`config.mk`:
```
export PLATFORM = sky130hd
export DESIGN_NAME = spike_readout
export DESIGN_NICKNAME = d
export VERILOG_FILES = /design/src/rtl/snn_readout_pkg.sv /design/src/rtl/sat_spike_counter.sv /design/src/rtl/spike_readout.sv
export SDC_FILE = /design/constraint.sdc
export NUM_CORES = 1
export LEC_CHECK = 0
export BUFFER_PORTS_ARGS = -buffer_cell sky130_fd_sc_hd__buf_2
export CAP_MARGIN = 20
export CORE_MARGIN = 10
export CORE_UTILIZATION = 27
export DETAILED_ROUTE_END_ITERATION = 6
export SETUP_SLACK_MARGIN = 0.3
export SLEW_MARGIN = 20
export SYNTH_ARGS = -nofsm -noshare
export SYNTH_HDL_FRONTEND = slang
export SYNTH_HIERARCHICAL = 1
export SYNTH_SLANG_ARGS = --single-unit
export TNS_END_PERCENT = 10
```
`constraint.sdc`:
```
create_clock -name clk -period 9.5 [get_ports clk]
set_clock_uncertainty 0.05 [all_clocks]
set_input_delay 0.95 -clock clk [delete_from_list [all_inputs] [get_ports clk]]
set_output_delay 0.95 -clock clk [all_outputs]
set_load 0.01 [all_outputs]
```
`src/rtl/snn_readout_pkg.sv`:
```
// Shared definitions for the spike readout block: FSM state encoding,
// winner codes and default widths.
package snn_readout_pkg;

   localparam int CNT_W_DEF = 8;
   localparam int WIN_W_DEF = 8;

   typedef enum logic [1:0] {
      IDLE  = 2'd0,
      COUNT = 2'd1,
      HOLD  = 2'd2
   } state_t;

   localparam logic [1:0] WIN_NONE = 2'b00;
   localparam logic [1:0] WIN_A    = 2'b01;
   localparam logic [1:0] WIN_B    = 2'b10;
   localparam logic [1:0] WIN_TIE  = 2'b11;

endpackage

```
`src/rtl/sat_spike_counter.sv`:
```
// Saturating spike counter: clears on request, counts enabled high spikes
// and sticks at all-ones instead of wrapping.
module sat_spike_counter
   import snn_readout_pkg::*;
#(
   parameter int CNT_W = CNT_W_DEF
) (
   input  logic             clk,
   input  logic             rst,
   input  logic             clear,
   input  logic             enable,
   input  logic             spike,
   output logic [CNT_W-1:0] count,
   output logic [CNT_W-1:0] count_next
);

   function automatic logic [CNT_W-1:0] sat_inc(input logic [CNT_W-1:0] c);
      if (&c)
         return c;
      else
         return c + CNT_W'(1);
   endfunction

   // count_next is exported so the parent can register a decision that
   // already includes the spike sampled on the final window cycle.
   always_comb begin
      count_next = count;
      if (clear)
         count_next = '0;
      else if (enable && spike)
         count_next = sat_inc(count);
   end

   always_ff @(posedge clk) begin
      if (rst)
         count <= '0;
      else
         count <= count_next;
   end

endmodule

```
`src/rtl/spike_readout.sv`:
```
// Output-layer readout: counts spikes of two output neurons over a window,
// then holds the counts and a registered winner until the consumer accepts.
module spike_readout
   import snn_readout_pkg::*;
#(
   parameter int CNT_W = CNT_W_DEF,
   parameter int WIN_W = WIN_W_DEF
) (
   input  logic             clk,
   input  logic             rst,
   input  logic             start,
   input  logic [WIN_W-1:0] window_len,
   input  logic             spike_a,
   input  logic             spike_b,
   output logic             busy,
   output logic             result_valid,
   input  logic             result_ready,
   output logic [CNT_W-1:0] count_a,
   output logic [CNT_W-1:0] count_b,
   output logic [1:0]       winner
);

   state_t           state, state_nx;
   logic [WIN_W-1:0] len_q;
   logic [WIN_W-1:0] win_cnt;
   logic             accept;
   logic             last_cycle;
   logic             counting;
   logic [CNT_W-1:0] count_a_nx, count_b_nx;

   function automatic logic [1:0] pick_winner(input logic [CNT_W-1:0] a,
                                              input logic [CNT_W-1:0] b);
      if (a == '0 && b == '0)
         return WIN_NONE;
      else if (a == b)
         return WIN_TIE;
      else if (a > b)
         return WIN_A;
      else
         return WIN_B;
   endfunction

   assign accept     = (state == IDLE) && start && (window_len != '0);
   assign counting   = (state == COUNT);
   assign last_cycle = counting && (win_cnt == len_q - WIN_W'(1));

   always_comb begin
      state_nx = state;
      case (state)
         IDLE:    if (accept)       state_nx = COUNT;
         COUNT:   if (last_cycle)   state_nx = HOLD;
         HOLD:    if (result_ready) state_nx = IDLE;
         default:                   state_nx = IDLE;
      endcase
   end

   always_ff @(posedge clk) begin
      if (rst)
         state <= IDLE;
      else
         state <= state_nx;
   end

   // The latched length isolates the window from later window_len changes.
   always_ff @(posedge clk) begin
      if (rst) begin
         len_q   <= '0;
         win_cnt <= '0;
      end else if (accept) begin
         len_q   <= window_len;
         win_cnt <= '0;
      end else if (counting) begin
         win_cnt <= win_cnt + WIN_W'(1);
      end
   end

   sat_spike_counter #(.CNT_W(CNT_W)) u_cnt_a (
      .clk        (clk),
      .rst        (rst),
      .clear      (accept),
      .enable     (counting),
      .spike      (spike_a),
      .count      (count_a),
      .count_next (count_a_nx)
   );

   sat_spike_counter #(.CNT_W(CNT_W)) u_cnt_b (
      .clk        (clk),
      .rst        (rst),
      .clear      (accept),
      .enable     (counting),
      .spike      (spike_b),
      .count      (count_b),
      .count_next (count_b_nx)
   );

   always_ff @(posedge clk) begin
      if (rst || accept)
         winner <= WIN_NONE;
      else if (last_cycle)
         winner <= pick_winner(count_a_nx, count_b_nx);
   end

   assign busy         = (state != IDLE);
   assign result_valid = (state == HOLD);

endmodule
```
==> run summary <==
The run gives 0 as the final number of max-transition violations. The number of warnings printed during yosys synthesis is 6, and the total number of placement rows is 34. Using the TritonRoute via totals, the vias-per-cell ratio works out to 5.11. The analysis attributes to cell leakage a power of 1.06 nW. Synthesis handed over a netlist of 297 instances. Global-route wire length before repair: 10,500 um. Port buffering added 33 buffers. Traced cell by cell, the critical path runs through buf_2 -> nor4_1 -> a211oi_4 -> buf_4 -> nand2b_1 -> mux2i_1 -> inv_1 -> ha_1 -> nor2b_1 -> o211ai_1 -> a21oi_1 -> o31ai_1 -> mux2i_1. sky130_fd_sc_hd__dfxtp_1 is the most common cell in the netlist. For this block, the initial DRC count from the detailed router was 116. In this design, the critical path's most frequently occurring cell is sky130_fd_sc_hd__mux2i_1.

The run gives 36 as the CTS sink count. Internal power comes to 0.240 mW. The final layout contains routed wiring with a total length of 6160 um. The count of antenna-violating nets left after detailed routing came out at 0. Summed over all instances, the cell type with the most area after synthesis is sky130_fd_sc_hd__dfxtp_1. Setup repair after global routing left no endpoint under its margin.

The max-slew headroom at the worst pin was 68.1%; the routed length per placed instance was 14.2 um. The number of optimization iterations in the first detailed-route pass is 4, and the clock latency on the worst-skew pair is 290 ps. After layout, the minimum clock period comes to 3330 ps. Setup violations remaining at the end of the flow were counted as 0. Cells fill 32.1% of the core in the end. The congestion estimate from routability-driven global placement came to 0.782. Buffers inserted to repair hold after CTS numbered 0. At the pin with the least slew margin, the transition time is 475 ps. For this configuration, the core starts out at a cell density of 27.9%. The tree is rooted in a sky130_fd_sc_hd__clkbuf_8.

IR analysis of the VDD net gives a maximum drop of 0.0426 mV. STA classifies the critical path startpoint as a primary input. After clock tree synthesis, the clock-pin slew on the worst setup and hold paths is 70 ps.

The die is 115 um tall. For this run, the register share of the synthesized area comes to 29.3%. Net count of the finished layout: 351.

TritonCTS built the clock tree. The fraction of synthesized cell area taken by the top area cell type is 29.3%. The tools report the initial antenna violation count as 0. The tools report the part of the power in registers as 48.6%. Each instance of the synthesized netlist takes up on average 8.29 sq um. The remaining design rule violation count is 0. No sink is reached through more buffers than the 2 on the longest clock path. Net load switching power: 0.0878 mW. The number of distinct standard cells referenced by the synthesized netlist is 44. The via count of the first global-routing pass is 2,162. Sorting the synthesized cells by area gives the leading types as sky130_fd_sc_hd__dfxtp_1 29%, sky130_fd_sc_hd__mux2i_1 7.3%, sky130_fd_sc_hd__ha_1 6.1%, sky130_fd_sc_hd__nor2_1 5.0%, sky130_fd_sc_hd__nor4_1 3.8%. On the worst path, the slowest cell contributes a delay of 460 ps. In the detailed route, the total length drawn on met3 is 369 um.

The clock network burns 36.8% of the power. Of all nets on the critical path, the largest fanout is 48. The post-synthesis sequential element count was 36; the proportion of register bits with asynchronous set or reset after synthesis was 0%.

Max-cap violations in this run came to 0. The repair_antennas step left the layout with diodes totalling 0. After synthesis the cells add up to 2460 sq um. For this run, the top clock speed supported by timing is 300 MHz. After filler insertion, the fill cell instance count of the layout stands at 931. STA classifies the critical path endpoint as a flop. The detailed router used layers up to and including met4.

The run gives 0 as the hold violation count in the final report. The commonest cells after synthesis are 36 x sky130_fd_sc_hd__dfxtp_1, 33 x sky130_fd_sc_hd__nor2_1, 19 x sky130_fd_sc_hd__nand2_1. The synthesized net count was 323; the number of buffers inserted during clock tree synthesis was 5. The region available for standard cell placement spans 8810 sq um. Once the clock tree was built, the resizer swapped 0 gates to a different size.

Fraction of layout cells with a size suffix above 1: 16.3%. The residual overflow from global routing was 0. The master of the slowest instance on the critical path was sky130_fd_sc_hd__nor4_1.

The H-tree generated during clock tree synthesis spans 2 levels. In this run the post-CTS setup repair buffer count came out at 0. Count of flip-flops with a built-in enable after synthesis: 0.

The setup path with the least slack is of type primary input to flop. Dividing the final minimum period by the clock period gives 35.1%. Detailed placement ended at an HPWL of 4670 um. For this design the ratio of total power to cell area is 116 nW/um^2. Entering global routing, the biggest net connects 49 pins. The predominant post-synthesis flop cell was sky130_fd_sc_hd__dfxtp_1. The aggregate negative setup slack came out at 0 ps.

The combinational power share came out at 14.6%. Global routing used 9.51% of the available tracks across all layers. Net switching is 26.8% of the power.

Worst hold path class: flop to flop. The synthesis-to-finish area growth is 14.9%, and the required time at the worst-slack endpoint is 9620 ps. The number of I/O pins was 34; the via count of the routed design was 2,213. The routed length on met1 was 2750 um; the width of the die was 115 um. Data on the critical path arrives at its endpoint at 3450 ps. The run finished with clean final reports.

The die covers 13,300 sq um. After detailed routing, the met2 layer carries 2980 um of wire.
## cell usage in the layout, fill, tap and decap left out, types with 2 or more instances in the layout
cell                       synthesis  layout
sky130_fd_sc_hd__dfxtp_1          36      36
sky130_fd_sc_hd__nor2_1           33      33
sky130_fd_sc_hd__buf_2             4      33
sky130_fd_sc_hd__nand2_1          19      19
sky130_fd_sc_hd__mux2i_1          18      18
sky130_fd_sc_hd__a21oi_1          16      16
sky130_fd_sc_hd__nor3_1           16      16
sky130_fd_sc_hd__nor4_1           15      15
sky130_fd_sc_hd__inv_1            12      12
sky130_fd_sc_hd__ha_1             12      12
sky130_fd_sc_hd__xor2_1           10      10
sky130_fd_sc_hd__nand4_1          10      10
sky130_fd_sc_hd__nor2b_1           8       8
sky130_fd_sc_hd__or3_1             8       8
sky130_fd_sc_hd__and4_1            8       8
sky130_fd_sc_hd__clkbuf_8          0       7
sky130_fd_sc_hd__xnor2_1           6       6
sky130_fd_sc_hd__nand2b_1          5       5
sky130_fd_sc_hd__nand3_1           5       5
sky130_fd_sc_hd__mux2_1            4       4
sky130_fd_sc_hd__a211oi_2          3       3
sky130_fd_sc_hd__o21ai_0           3       3
sky130_fd_sc_hd__and3_1            3       3
sky130_fd_sc_hd__o31ai_1           3       3
sky130_fd_sc_hd__or2_1             2       2
sky130_fd_sc_hd__o211ai_1          2       2
sky130_fd_sc_hd__buf_4             0       2
sky130_fd_sc_hd__nand3_2           2       2
sky130_fd_sc_hd__nor4b_1           2       2
sky130_fd_sc_hd__or4_1             2       2
sky130_fd_sc_hd__a211oi_1          3       2
sky130_fd_sc_hd__a41oi_4           2       2
sky130_fd_sc_hd__a31oi_1           2       2
sky130_fd_sc_hd__nand3b_1          2       2
## power groups by stage
| stage | Sequential, mW | Clock (mW) | Combinational (mW) |
|---|---|---|---|
| after floorplan | 0.161 | 0 | 0.0356 |
| after global placement | 0.162 | 0 | 0.0474 |
| after detailed placement | 0.163 | 0 | 0.0481 |
| after CTS | 0.159 | 0.124 | 0.0484 |
| after global routing | 0.160 | 0.130 | 0.0542 |
| final | 0.159 | 0.121 | 0.0478 |
## per-layer routing
metal	GRT usage, %	vias to the layer above
met1	11.4	1033
met3	3.00	4
met2	15.9	30
li1	-	1146
met5	0	-
met4	2.87	0
## state kept, by name, summed over array words and instances (netlist names)
register	cells
u_cnt_b/count	8
u_cnt_a/count	8
win_cnt	8
len_q	8
winner	2
state	2
## worst paths after layout
kind         slack [ps]   endpoint  depth (start not counted)     startpoint
max reg2reg        6580  winner[1]                         11       state[0]
max                6170  winner[0]                         13  window_len[4]
min                 430  winner[0]                          2      winner[0]
min reg2reg         430  winner[0]                          2      winner[0]
## kinds of logic after synthesis
logic type               count (synthesis)  synth area share, %
AO/OA/AOI/OAI                           41                 13.3
flip-flops                              36                 29.3
XOR/XNOR                                16                 5.69
adder cells (fa/ha/maj)                 12                 6.10
buffers and inverters                   26                 4.17
AND/OR/NAND/NOR                        144                 32.3
multiplexers                            22                 9.15
## final cells by class
cell class / instances / area, sq um / share of cell area (%)
Clock buffer: 7 / 96.3 / 3.41
Tap cell: 108 / 135 / 4.78
Multi-Input combinational cell: 235 / 1650 / 58.4
Sequential cell: 36 / 721 / 25.5
Inverter: 12 / 45.0 / 1.59
Timing Repair Buffer: 35 / 180 / 6.37
## stage by stage
stage                     instances  instance area [sq um]  power (mW)  hold WS [ps]  setup WS [ps]
after floorplan                 297                   2460       0.197           429           5600
after global placement          426                   2730       0.210           415           5940
after detailed placement        426                   2730       0.211           419           5860
after CTS                       433                   2830       0.332           429           6160
after global routing            433                   2830       0.344           432           5860
final                           433                   2830       0.327           428           6170
## critical path, delay by kind of cell
kind | cells | cell delay (ps)
adder cells (fa/ha/maj) | 1 | 280
AND/OR/NAND/NOR | 3 | 790
AO/OA/AOI/OAI | 4 | 650
multiplexers | 2 | 290
buffers and inverters | 3 | 470
(Power assumes the default switching activity.)
